File: src/rtl/mem_ctrl.sv
// rtl/mem_ctrl.sv - byte-serial RAM controller serving LSB loads/stores and instruction fetch
`timescale 1ns/1ps
module mem_ctrl #(
  parameter logic [1:0] IO_HI = 2'b11
) (
  input  logic        clk,
  input  logic        rst_in,
  input  logic        rdy_in,
  input  logic        flush,
  input  logic        lsb2mem_en,
  input  logic        lsb2mem_store_load,
  input  logic [31:0] lsb2mem_addr,
  input  logic [2:0]  lsb2mem_type,
  input  logic [31:0] lsb2mem_val,
  input  logic [2:0]  lsb2mem_load_id,
  output logic        mem_busy,
  output logic        mem2lsb_load_en,
  output logic [2:0]  mem2lsb_load_id,
  output logic [31:0] mem2lsb_load_val,
  input  logic        if2mem_en,
  input  logic [31:0] if2mem_addr,
  output logic        mem2if_en,
  output logic [31:0] mem2if_inst,
  input  logic [7:0]  mem_din,
  output logic [7:0]  mem_dout,
  output logic [31:0] mem_a,
  output logic        mem_wr,
  input  logic        io_buffer_full
);

  typedef enum logic [1:0] {IDLE, LOAD, STORE, FETCH} state_e;

  state_e      state_q;
  logic [2:0]  cnt_q;
  logic [31:0] addr_q, val_q, data_q;
  logic [2:0]  type_q, id_q;
  logic [31:0] a_q;
  logic [7:0]  dout_q;
  logic        lsb_en_q, if_en_q;
  logic [2:0]  lsb_id_q;
  logic [31:0] lsb_val_q, if_inst_q;

  logic [2:0]  nbytes_d, cnt_inc_d;
  logic [31:0] next_a_d, word_d, ext_d;
  logic [7:0]  dout_d;
  logic        io_stall_d, wr_go_d, accept_lsb_d, accept_if_d;

  assign cnt_inc_d    = cnt_q + 3'd1;
  assign next_a_d     = addr_q + {29'd0, cnt_inc_d};
  assign io_stall_d   = (addr_q[17:16] == IO_HI) && io_buffer_full;
  assign wr_go_d      = (state_q == STORE) && rdy_in && !io_stall_d;
  // Under flush only a committed store may enter; speculative loads/fetches are dropped.
  assign accept_lsb_d = lsb2mem_en && (lsb2mem_store_load || !flush);
  assign accept_if_d  = if2mem_en && !flush;

  always_comb begin
    case (type_q[1:0])
      2'b00:   nbytes_d = 3'd1;
      2'b01:   nbytes_d = 3'd2;
      default: nbytes_d = 3'd4;
    endcase
  end

  // Current capture merged with bytes already collected; cnt_q = k+1 while byte k is on mem_din.
  always_comb begin
    word_d = data_q;
    case (cnt_q)
      3'd1:    word_d[7:0]   = mem_din;
      3'd2:    word_d[15:8]  = mem_din;
      3'd3:    word_d[23:16] = mem_din;
      3'd4:    word_d[31:24] = mem_din;
      default: word_d = data_q;
    endcase
  end

  always_comb begin
    case (type_q)
      3'b000:  ext_d = {{24{word_d[7]}}, word_d[7:0]};
      3'b001:  ext_d = {{16{word_d[15]}}, word_d[15:0]};
      3'b100:  ext_d = {24'd0, word_d[7:0]};
      3'b101:  ext_d = {16'd0, word_d[15:0]};
      default: ext_d = word_d;
    endcase
  end

  always_comb begin
    case (cnt_q[1:0])
      2'd0:    dout_d = val_q[15:8];
      2'd1:    dout_d = val_q[23:16];
      default: dout_d = val_q[31:24];
    endcase
  end

  always_ff @(posedge clk or negedge rst_in) begin
    if (!rst_in) begin
      state_q   <= IDLE;
      cnt_q     <= 3'd0;
      addr_q    <= 32'd0;
      val_q     <= 32'd0;
      data_q    <= 32'd0;
      type_q    <= 3'd0;
      id_q      <= 3'd0;
      a_q       <= 32'd0;
      dout_q    <= 8'd0;
      lsb_en_q  <= 1'b0;
      if_en_q   <= 1'b0;
      lsb_id_q  <= 3'd0;
      lsb_val_q <= 32'd0;
      if_inst_q <= 32'd0;
    end else begin
      lsb_en_q <= 1'b0;
      if_en_q  <= 1'b0;
      if (rdy_in) begin
        case (state_q)
          IDLE: begin
            if (accept_lsb_d) begin
              addr_q  <= lsb2mem_addr;
              type_q  <= lsb2mem_type;
              val_q   <= lsb2mem_val;
              id_q    <= lsb2mem_load_id;
              cnt_q   <= 3'd0;
              a_q     <= lsb2mem_addr;
              dout_q  <= lsb2mem_val[7:0];
              state_q <= lsb2mem_store_load ? STORE : LOAD;
            end else if (accept_if_d) begin
              addr_q  <= if2mem_addr;
              type_q  <= 3'b010;
              cnt_q   <= 3'd0;
              a_q     <= if2mem_addr;
              state_q <= FETCH;
            end
          end
          LOAD, FETCH: begin
            if (flush) begin
              state_q <= IDLE;
              cnt_q   <= 3'd0;
            end else begin
              if (cnt_q != 3'd0) data_q <= word_d;
              if (cnt_q == nbytes_d) begin
                state_q <= IDLE;
                cnt_q   <= 3'd0;
                if (state_q == LOAD) begin
                  lsb_en_q  <= 1'b1;
                  lsb_id_q  <= id_q;
                  lsb_val_q <= ext_d;
                end else begin
                  if_en_q   <= 1'b1;
                  if_inst_q <= word_d;
                end
              end else begin
                cnt_q <= cnt_inc_d;
                // Never present an address past the access, IO reads may have side effects.
                if (cnt_inc_d < nbytes_d) a_q <= next_a_d;
              end
            end
          end
          STORE: begin
            if (wr_go_d) begin
              if (cnt_inc_d == nbytes_d) begin
                state_q <= IDLE;
                cnt_q   <= 3'd0;
              end else begin
                cnt_q  <= cnt_inc_d;
                a_q    <= next_a_d;
                dout_q <= dout_d;
              end
            end
          end
          default: state_q <= IDLE;
        endcase
      end
    end
  end

  assign mem_busy         = (state_q != IDLE);
  assign mem_wr           = wr_go_d;
  assign mem_a            = a_q;
  assign mem_dout         = dout_q;
  assign mem2lsb_load_en  = lsb_en_q;
  assign mem2lsb_load_id  = lsb_id_q;
  assign mem2lsb_load_val = lsb_val_q;
  assign mem2if_en        = if_en_q;
  assign mem2if_inst      = if_inst_q;

endmodule

File: config.mk
export PLATFORM = sky130hd
export DESIGN_NAME = mem_ctrl
export DESIGN_NICKNAME = d
export VERILOG_FILES = /design/src/rtl/mem_ctrl.sv
export SDC_FILE = /design/constraint.sdc
export NUM_CORES = 1
export LEC_CHECK = 0
export CAP_MARGIN = 40
export CORE_MARGIN = 2
export CORE_UTILIZATION = 46
export CTS_CLUSTER_SIZE = 10
export DETAILED_ROUTE_END_ITERATION = 8
export GPL_TIMING_DRIVEN = 1
export PLACE_DENSITY = 0.74
export SLEW_MARGIN = 0
export SYNTH_ARGS = -nofsm -noshare
export SYNTH_HDL_FRONTEND = slang
export SYNTH_SLANG_ARGS = --single-unit
File: constraint.sdc
create_clock -name clk -period 2.8 [get_ports clk]
set_clock_uncertainty 0.1 [all_clocks]
set_input_delay 0.56 -clock clk [delete_from_list [all_inputs] [get_ports clk]]
set_output_delay 0.56 -clock clk [all_outputs]
set_load 0.01 [all_outputs]
[Yosys cells after proc, flatten, opt, wreduce, memory -nomap -nowiden]
Index checks and enable logic that the tools add are counted.
Storage, ports and cells
  register bits: 216
  latch bits: 0
  RAM bits: 0
  ROM bits: 0
  input port bits: 118
  output and inout port bits: 111
  word-level logic and storage cells: 115
  memories kept: 0
Operators by class
  add/sub/neg operators: 2
  multiply operators: 0
  divide/modulo/power cells: 0
  magnitude comparators: 1
  equal/unequal tests: 24
  shifts and indexed selects: 0
  muxes and demuxes: 46
  bitwise gates (word level): 2
  reductions and logical operators: 26
Operator list (number)
  $mux 32: 7
  $pmux 32 s4: 1
  $pmux 32 s3: 1
  $mux 8: 7
  $add 32x3->32: 1
  $pmux 8 s2: 2
  $mux 3: 8
  $reduce_and 5->1: 4
  $mux 2: 7
  $ne 2x2->1 const B: 6
  $mux 1: 10
  $eq 3x3->1 const B: 3
  $pmux 3 s3: 1
  $reduce_and 3->1: 3
  $reduce_and 7->1: 1
  $eq 2x1->1 const B: 3
  $eq 2x2->1 const B: 3
  $eq 3x1->1 const B: 2
  $eq 3x2->1 const B: 2
  $eq 3x3->1: 2
  $logic_not 2->1: 3
  $ne 3x3->1 const B: 2
  $pmux 2 s3: 1
  $pmux 3 s2: 1
  12 further kinds: 20

[Depth between registers and ports, before layout]
Gate-level depths: netlist (run 1).
  depth in word-level cells: 7
  gate-level depth with buffers: 10
  mapped depth without buffers: 9

[Least setup slack after synthesis (run 1)]
OpenSTA, ideal clock, no wires.
  path kind: reg-to-reg
  start point: register cnt_q[0]
  end point: register a_q[25] (netlist: mem_a[25])
  library setup time: 0.126 ns
  arrival: 2.540 ns
  required time: 2.574 ns
  path slack: 0.034 ns
  stages on the path, launching flop included: 10
  buffers on the path: 0
  clock period less this slack: 2.766 ns
  path through: dfrtp_1 > ha_1 > ha_1 > inv_1 > ha_1 > nand3_2 > a2111oi_4 > nand4_1 > xnor2_1 > a221o_1
On the way
  longest elaborated chain between the ends: 6
  elaborated cells on any way between the ends: 15
  classes of those cells: 2 x add/sub; 1 x order compare; 5 x eq/ne; 6 x mux; 1 x reduce/logical
RTL lines
  start, declared: line 34  | logic [2:0] cnt_q;
  start signal, assigned: line 151  | cnt_q <= cnt_inc_d;
  start signal, assigned: line 163  | cnt_q <= cnt_inc_d;
  $add 3x1->3: line 48  | assign cnt_inc_d = cnt_q + 3'd1;
  $add 32x3->32: line 49  | assign next_a_d = addr_q + {29'd0, cnt_inc_d};
  $mux 32: line 153  | if (cnt_inc_d < nbytes_d) a_q <= next_a_d;
  $mux 32: line 139  | if (cnt_q == nbytes_d) begin
  $mux 32: line 134  | if (flush) begin
  $pmux 32 s3: line 114  | case (state_q)
  end signal, assigned: line 122  | a_q <= lsb2mem_addr;
  end signal, assigned: line 153
  end signal, assigned: line 164  | a_q <= next_a_d;
  end, declared: line 37  | logic [31:0] a_q;
Parallel ways exist; a longest one is shown, timed or not. The select of a mux whose other input is x is not followed.
A chain may end at the register's enable or synchronous reset.

[Worst setup path after layout (run 1)]
  start point: register cnt_q[0]
  end point: register a_q[24] (netlist: mem_a[24])
The elaborated chain is that of the path after synthesis.

==> results of run 1 <==
[per-layer routing]
layer | global-route usage, % | up-vias | part of all wire [%]
li1 | - | 3807 | -
met1 | 31.0 | 3939 | 44
met2 | 37.9 | 243 | 48
met3 | 3.73 | 52 | 5.5
met4 | 7.43 | 0 | 3.0
met5 | 0 | - | 0
[sequential cells by signal, summed over array words and instances (netlist names)]
name,count
data_q,32
mem2lsb_load_en,1
type_q,3
mem_dout,8
id_q,3
mem_a,32
mem2lsb_load_id,3
cnt_q,3
addr_q,32
mem2lsb_load_val,32
val_q,24
mem2if_en,1
state_q,2
mem2if_inst,32
[worst max-delay path: stages, from the launching register on]
cell,delay [ns]
dfrtp_1,0.39
inv_1,0.10
ha_1,0.37
fa_1,0.46
a21oi_2,0.22
nor4_2,0.05
buf_4,0.16
and3_1,0.18
or3_1,0.30
a32o_1,0.22
[cells in the mapped netlist (all sizes together) (10+ instances only)]
| master | number |
|---|---|
| a22o | 12 |
| nand3 | 12 |
| mux2 | 105 |
| o21ai | 53 |
| nand2 | 167 |
| inv | 10 |
| clkbuf | 28 |
| nor2 | 47 |
| a211oi | 16 |
| dfrtp | 208 |
| buf | 29 |
| a31oi | 16 |
| and4 | 11 |
| mux2i | 38 |
| a21oi | 44 |
| xnor2 | 14 |
| ha | 11 |
[cell type report]
type                       count  share of cell area, %
sequential                   208                   38.2
timing repair buffer         289                   20.9
multi-input combinational    655                   33.4
clock buffer                  26                   4.69
inverter                      10                  0.275
tap                          275                   2.52
[through the flow]
stage / std cells / area [um^2] / hold WS [ns]
final: 1463 / 13600 / 0.369
after global routing: 1463 / 13600 / 0.393
after floorplan: 930 / 9980 / 0.164
after CTS: 1459 / 13600 / 0.377
after detailed placement: 1432 / 12900 / 0.364
after global placement: 1432 / 12900 / 0.358
[path summary, 6_finish.rpt]
check | slack (ns) | endpoint
worst max-delay path | 0.11 | mem_a[24]
worst max register to register | 0.11 | mem_a[24]
worst min register to register | 0.37 | id_q[0]
worst min-delay path | 0.37 | id_q[0]
max in group asynchronous | 1.30 | mem2lsb_load_val[11]
min in group asynchronous | 0.54 | mem_a[12]
[timing repair]
action / 4_1_cts / 5_1_grt
setup endpoints to repair: 7 / 34
buffers inserted: 0 / 4
resized for setup: 2 / 10
pin swaps: 0 / 5
hold buffers: 1 / 0
endpoints found under the hold margin: 3 / 0
[cells by family after synthesis]
family	after synthesis
adders and majority gates	12
xor gates and xnor gates	15
AOI/OAI and AO/OA	195
DFF	208
muxes	143
buffers and inverters	67
and+or+nand+nor	290
[power by group]
part	switching (mW)	internal (mW)	leakage (nW)
clock	1.12	1.58	0.315
sequential	0.912	4.26	2.68
combinational	2.74	3.09	3.18
==> flow_summary.yaml, run 1 <==
die:
  row_count: 53
  die_y_um: 151
  ios: 229
  dieArea_um2: 22900
  start_util_pct: 47.2
  chipWidth_um: 151
  core_area_um2: 21200
sta:
  setup_violations: 0
  hold_viol_final: 0
  min_period_ns: 2.69
  maxSlewHeadroom_pct: 57.5
  timing.setup.tns_ns: 0
  fin_crit_sh_pct: 95.9
  fin_ws_ns: 0.114
  tightest_slew_ns: 0.638
  drv_slew: 0
  fmax_ghz: 0.372
yosys:
  synthTopCellsByArea: "dfrtp_1 (52%), mux2_2 (12%), nand2_1 (6.3%)"
  ys.warnings.count: 0
  synth-main-ff-cell: "dfrtp_1"
  ys_seq_area_share_pct: 52.2
  synth_top_family_by_area: "multiplexers"
  synth_fa_ha_area_share_pct: 1.58
  ys_types: 59
  syn_area_per_cell_um2: 10.7
  synth_top_area_share_pct: 52.2
  synth_xor_area_share_pct: 1.32
  synth_nets: 1060
  synth_area_leader_cell: "dfrtp_1"
  synth_compound_area_share_pct: 12.9
  synth.area.mux_share_pct: 15.7
  synth_edf_count: 0
  yosys.area_share.simple_pct: 13.5
  synth_seq_cells: 208
  netlist_instances: 930
  synth_area_um2: 9980
  ys_async_sr_fraction_pct: 100
clock_tree:
  cts_tree: "yes"
  clkSinkCount: 208
  insertion_delay_ns: 0.51
  clockBufferDepth: 3
  root_buffer: "clkbuf_16"
  htree_levels: 1
  path_clk_slew_ns: 0.06
  cts_buffers: 24
setup_path:
  end_kind: "flop"
  r2r-start: "cnt_q[0]"
  path_max_fanout: 4
  start_kind: "flop"
  critical_path_class: "flop to flop"
  reg2reg_depth: 9
  crit_start: "cnt_q[0]"
  cp.required_ns: 3.09
  worstPathArrival_ns: 2.97
route:
  drt_iter0_drc: 421
  antenna_left: 0
  vias_per_cell: 5.50
  finalWirelength_mm: 26.2
  wl_per_cell_um: 17.9
  via_count: 8041
  firstDrtPassIters: 4
  drc: 0
place:
  gp_congestion: 0.905
  io_buffers: 228
  dp_slack_ns: -0.0459
  dpl.hpwl_mm: 18.7
final_layout:
  fill_cells: 1677
  nets: 1318
  multiInputGateArea_um2: 4560
  final_cell_mix: "clkdlybuf4s50_1 (227), dfrtp_1 (208), nand2_1 (166)"
  layout_commonest_cell: "clkdlybuf4s50_1"
  n_antenna_cell: 0
  drive_above_1_share_pct: 18.4
  area_growth_pct: 36.7
  seq_area_um2: 5200
  fin_util_pct: 64.5
power_and_ir_drop:
  peakVddDrop_mv: 0.500
  p_leak_nw: 6.17
  total_power_mw: 13.7
  p_per_area_nw_per_um2: 1000
min_path:
  hp-class: "flop to flop"
  hold_depth: 2
  hold_start: "id_q[0]"
grt:
  grt_max_degree: 75
  grt_pass1_vias: 8187
  grt_pass1_wl_mm: 41.7
  overflow: 0
  grt.total_usage_pct: 22.9
  antenna_found_initial: 0
outcome:
  status: "completed"
flow_run:
  drv_cap: 0
Power figures use the tool's default switching activity.
==> inputs of run 2 (changes only) <==
- CELL_PAD_IN_SITES_DETAIL_PLACEMENT: not set -> 0
- CELL_PAD_IN_SITES_GLOBAL_PLACEMENT: not set -> 2
- CORE_UTILIZATION: 46 -> 29
==> flow_summary.yaml, run 2 (synthesis gave the netlist of run 1 again) <==
outcome:
  status: "completed"
sta:
  setup_violations: 0
  fin_ws_ns: 0.104
  min_period_ns: 2.70
  maxSlewHeadroom_pct: 64.9
  fmax_ghz: 0.371
  fin_crit_sh_pct: 96.3
  hold_viol_final: 0
  tightest_slew_ns: 0.525
  drv_slew: 0
setup_path:
  critPathSlowestCell: "dfrtp_1"
  cpMostUsedCell: "ha_4"
  start_kind: "flop"
  worstPathArrival_ns: 3.00
  end_kind: "flop"
  critPathMaxStageDelay_ns: 0.40
  path_max_fanout: 8
  cp.required_ns: 3.10
  cp_cell_sequence: "ha_2 > ha_4 > inv_2 > ha_4 > nand3_4 > a2111oi_4 > buf_6 > nand4_1 > xnor2_1 > a221o_1"
  critical_path_class: "flop to flop"
die:
  chipWidth_um: 189
  ios: 229
  row_count: 67
  core_area_um2: 33700
  start_util_pct: 29.6
  die_y_um: 189
  dieArea_um2: 35900
place:
  gp_congestion: 0.760
  dp_cells: 1604
  dp_slack_ns: -0.0842
  dpl.hpwl_mm: 20.9
  io_buffers: 228
final_layout:
  fill_cells: 3310
  layout_commonest_cell: "clkdlybuf4s50_1"
  fin_cells: 1645
  nets: 1316
  drive_above_1_share_pct: 18.6
  area_growth_pct: 40.4
  final_cell_mix: "clkdlybuf4s50_1 (227), dfrtp_1 (207), nand2_1 (166)"
power_and_ir_drop:
  p_int_mw: 9.22
  pwr-share-seq_pct: 36.4
  p_comb_share_pct: 41.8
  p_switching_mw: 4.92
  p_per_area_nw_per_um2: 1010
  peakVddDrop_mv: 0.456
  swShare_pct: 34.8
  total_power_mw: 14.1
  p_clk_share_pct: 21.8
  p_leak_nw: 6.22
clock_tree:
  clkSinkCount: 208
  cts_tree: "yes"
  root_buffer: "clkbuf_16"
  clockBufferDepth: 3
  htree_levels: 1
  insertion_delay_ns: 0.53
  path_clk_slew_ns: 0.05
  cts_buffers: 26
route:
  firstDrtPassIters: 4
  vias_per_cell: 4.76
  wl_per_cell_um: 17.8
  drc: 0
  via_count: 7829
  drt_iter0_drc: 245
  finalWirelength_mm: 29.2
  antenna_left: 0
flow_run:
  drv_cap: 0
min_path:
  hp-class: "flop to flop"
grt:
  grt_pass1_wl_mm: 46.7
  overflow: 0
  grt.total_usage_pct: 16.4
  grt_pass1_vias: 8150
  grt_max_degree: 58
  antenna_found_initial: 2
==> run 2: cell count changes in the layout (fill, tap and decap cells not counted), sizes merged <==
cell    before  now
buf         60   57
inv         10   11
clkbuf      27   37
diode        0    1
==> run 2: cell type report <==
type	count	area [um^2]	area share, %
Inverter	10	37.5	0.268
Clock inverter	1	8.76	0.0625
Clock buffer	37	753	5.38
Antenna cell	1	2.50	0.0179
Sequential cell	208	5210	37.2
Multi-Input combinational cell	655	4560	32.6
Timing Repair Buffer	285	2870	20.5
Tap cell	448	561	4.00
==> run 2: metal layers <==
metal / share of wire (%) / vias to the layer above / track usage (%) / wire, um
met3: 5.2 / 44 / 3.26 / 1530
met1: 47 / 3777 / 22.7 / 13700
li1: - / 3816 / - / -
met2: 46 / 188 / 26.7 / 13400
met5: 0.10 / - / 0 / 30
met4: 2.0 / 4 / 3.58 / 580
==> run 2: path summary, 6_finish.rpt <==
kind | startpoint | to | slack [ns] | depth (start not counted)
max in group asynchronous | rst_in | data_q[28] | 1.39 | 3
worst min-delay path | id_q[2] | id_q[2] | 0.37 | 2
worst max register to register | cnt_q[0] | mem_a[31] | 0.10 | 10
worst min register to register | id_q[2] | id_q[2] | 0.37 | 2
min in group asynchronous | rst_in | addr_q[13] | 0.46 | 2
worst max-delay path | cnt_q[0] | mem_a[31] | 0.10 | 10
==> run 2: critical path: cells and delay by family, from the launching register on <==
kind / cells / cell delay, ns
buffers and inverters: 2 / 0.24
AND/OR/NAND/NOR: 2 / 0.21
AO/OA/AOI/OAI: 2 / 0.67
XOR/XNOR: 1 / 0.15
flip-flops: 1 / 0.40
adder cells (fa/ha/maj): 3 / 0.78
==> run 2: power by group through the flow <==
stage | clock network, mW | logic, mW | registers [mW]
after floorplan | 0 | 3.05 | 5.23
after global placement | 0 | 5.83 | 5.18
after detailed placement | 0 | 5.91 | 5.20
after CTS | 3.17 | 5.96 | 5.17
after global routing | 3.29 | 6.53 | 5.33
final | 3.08 | 5.91 | 5.15
==> run 2: repair_timing <==
item,in CTS,in global routing
hold buffers,1,0
gates resized for setup,3,9
hold endpoints to repair,52,0
setup endpoints to repair,8,38
pin swaps,0,4
buffers inserted,0,1
==> run 2: metrics by stage <==
step	cell area, um^2	hold WS, ns	utilization (%)	TNS, ns
2_1_floorplan	9980	0.164	-	0
3_3_place_gp	13200	0.354	39.1	-0.0721
3_5_place_dp	13200	0.363	39.1	-0.448
4_1_cts	14000	0.375	41.4	0
5_1_grt	14000	0.402	41.5	-0.0535
6_report	14000	0.370	41.6	0
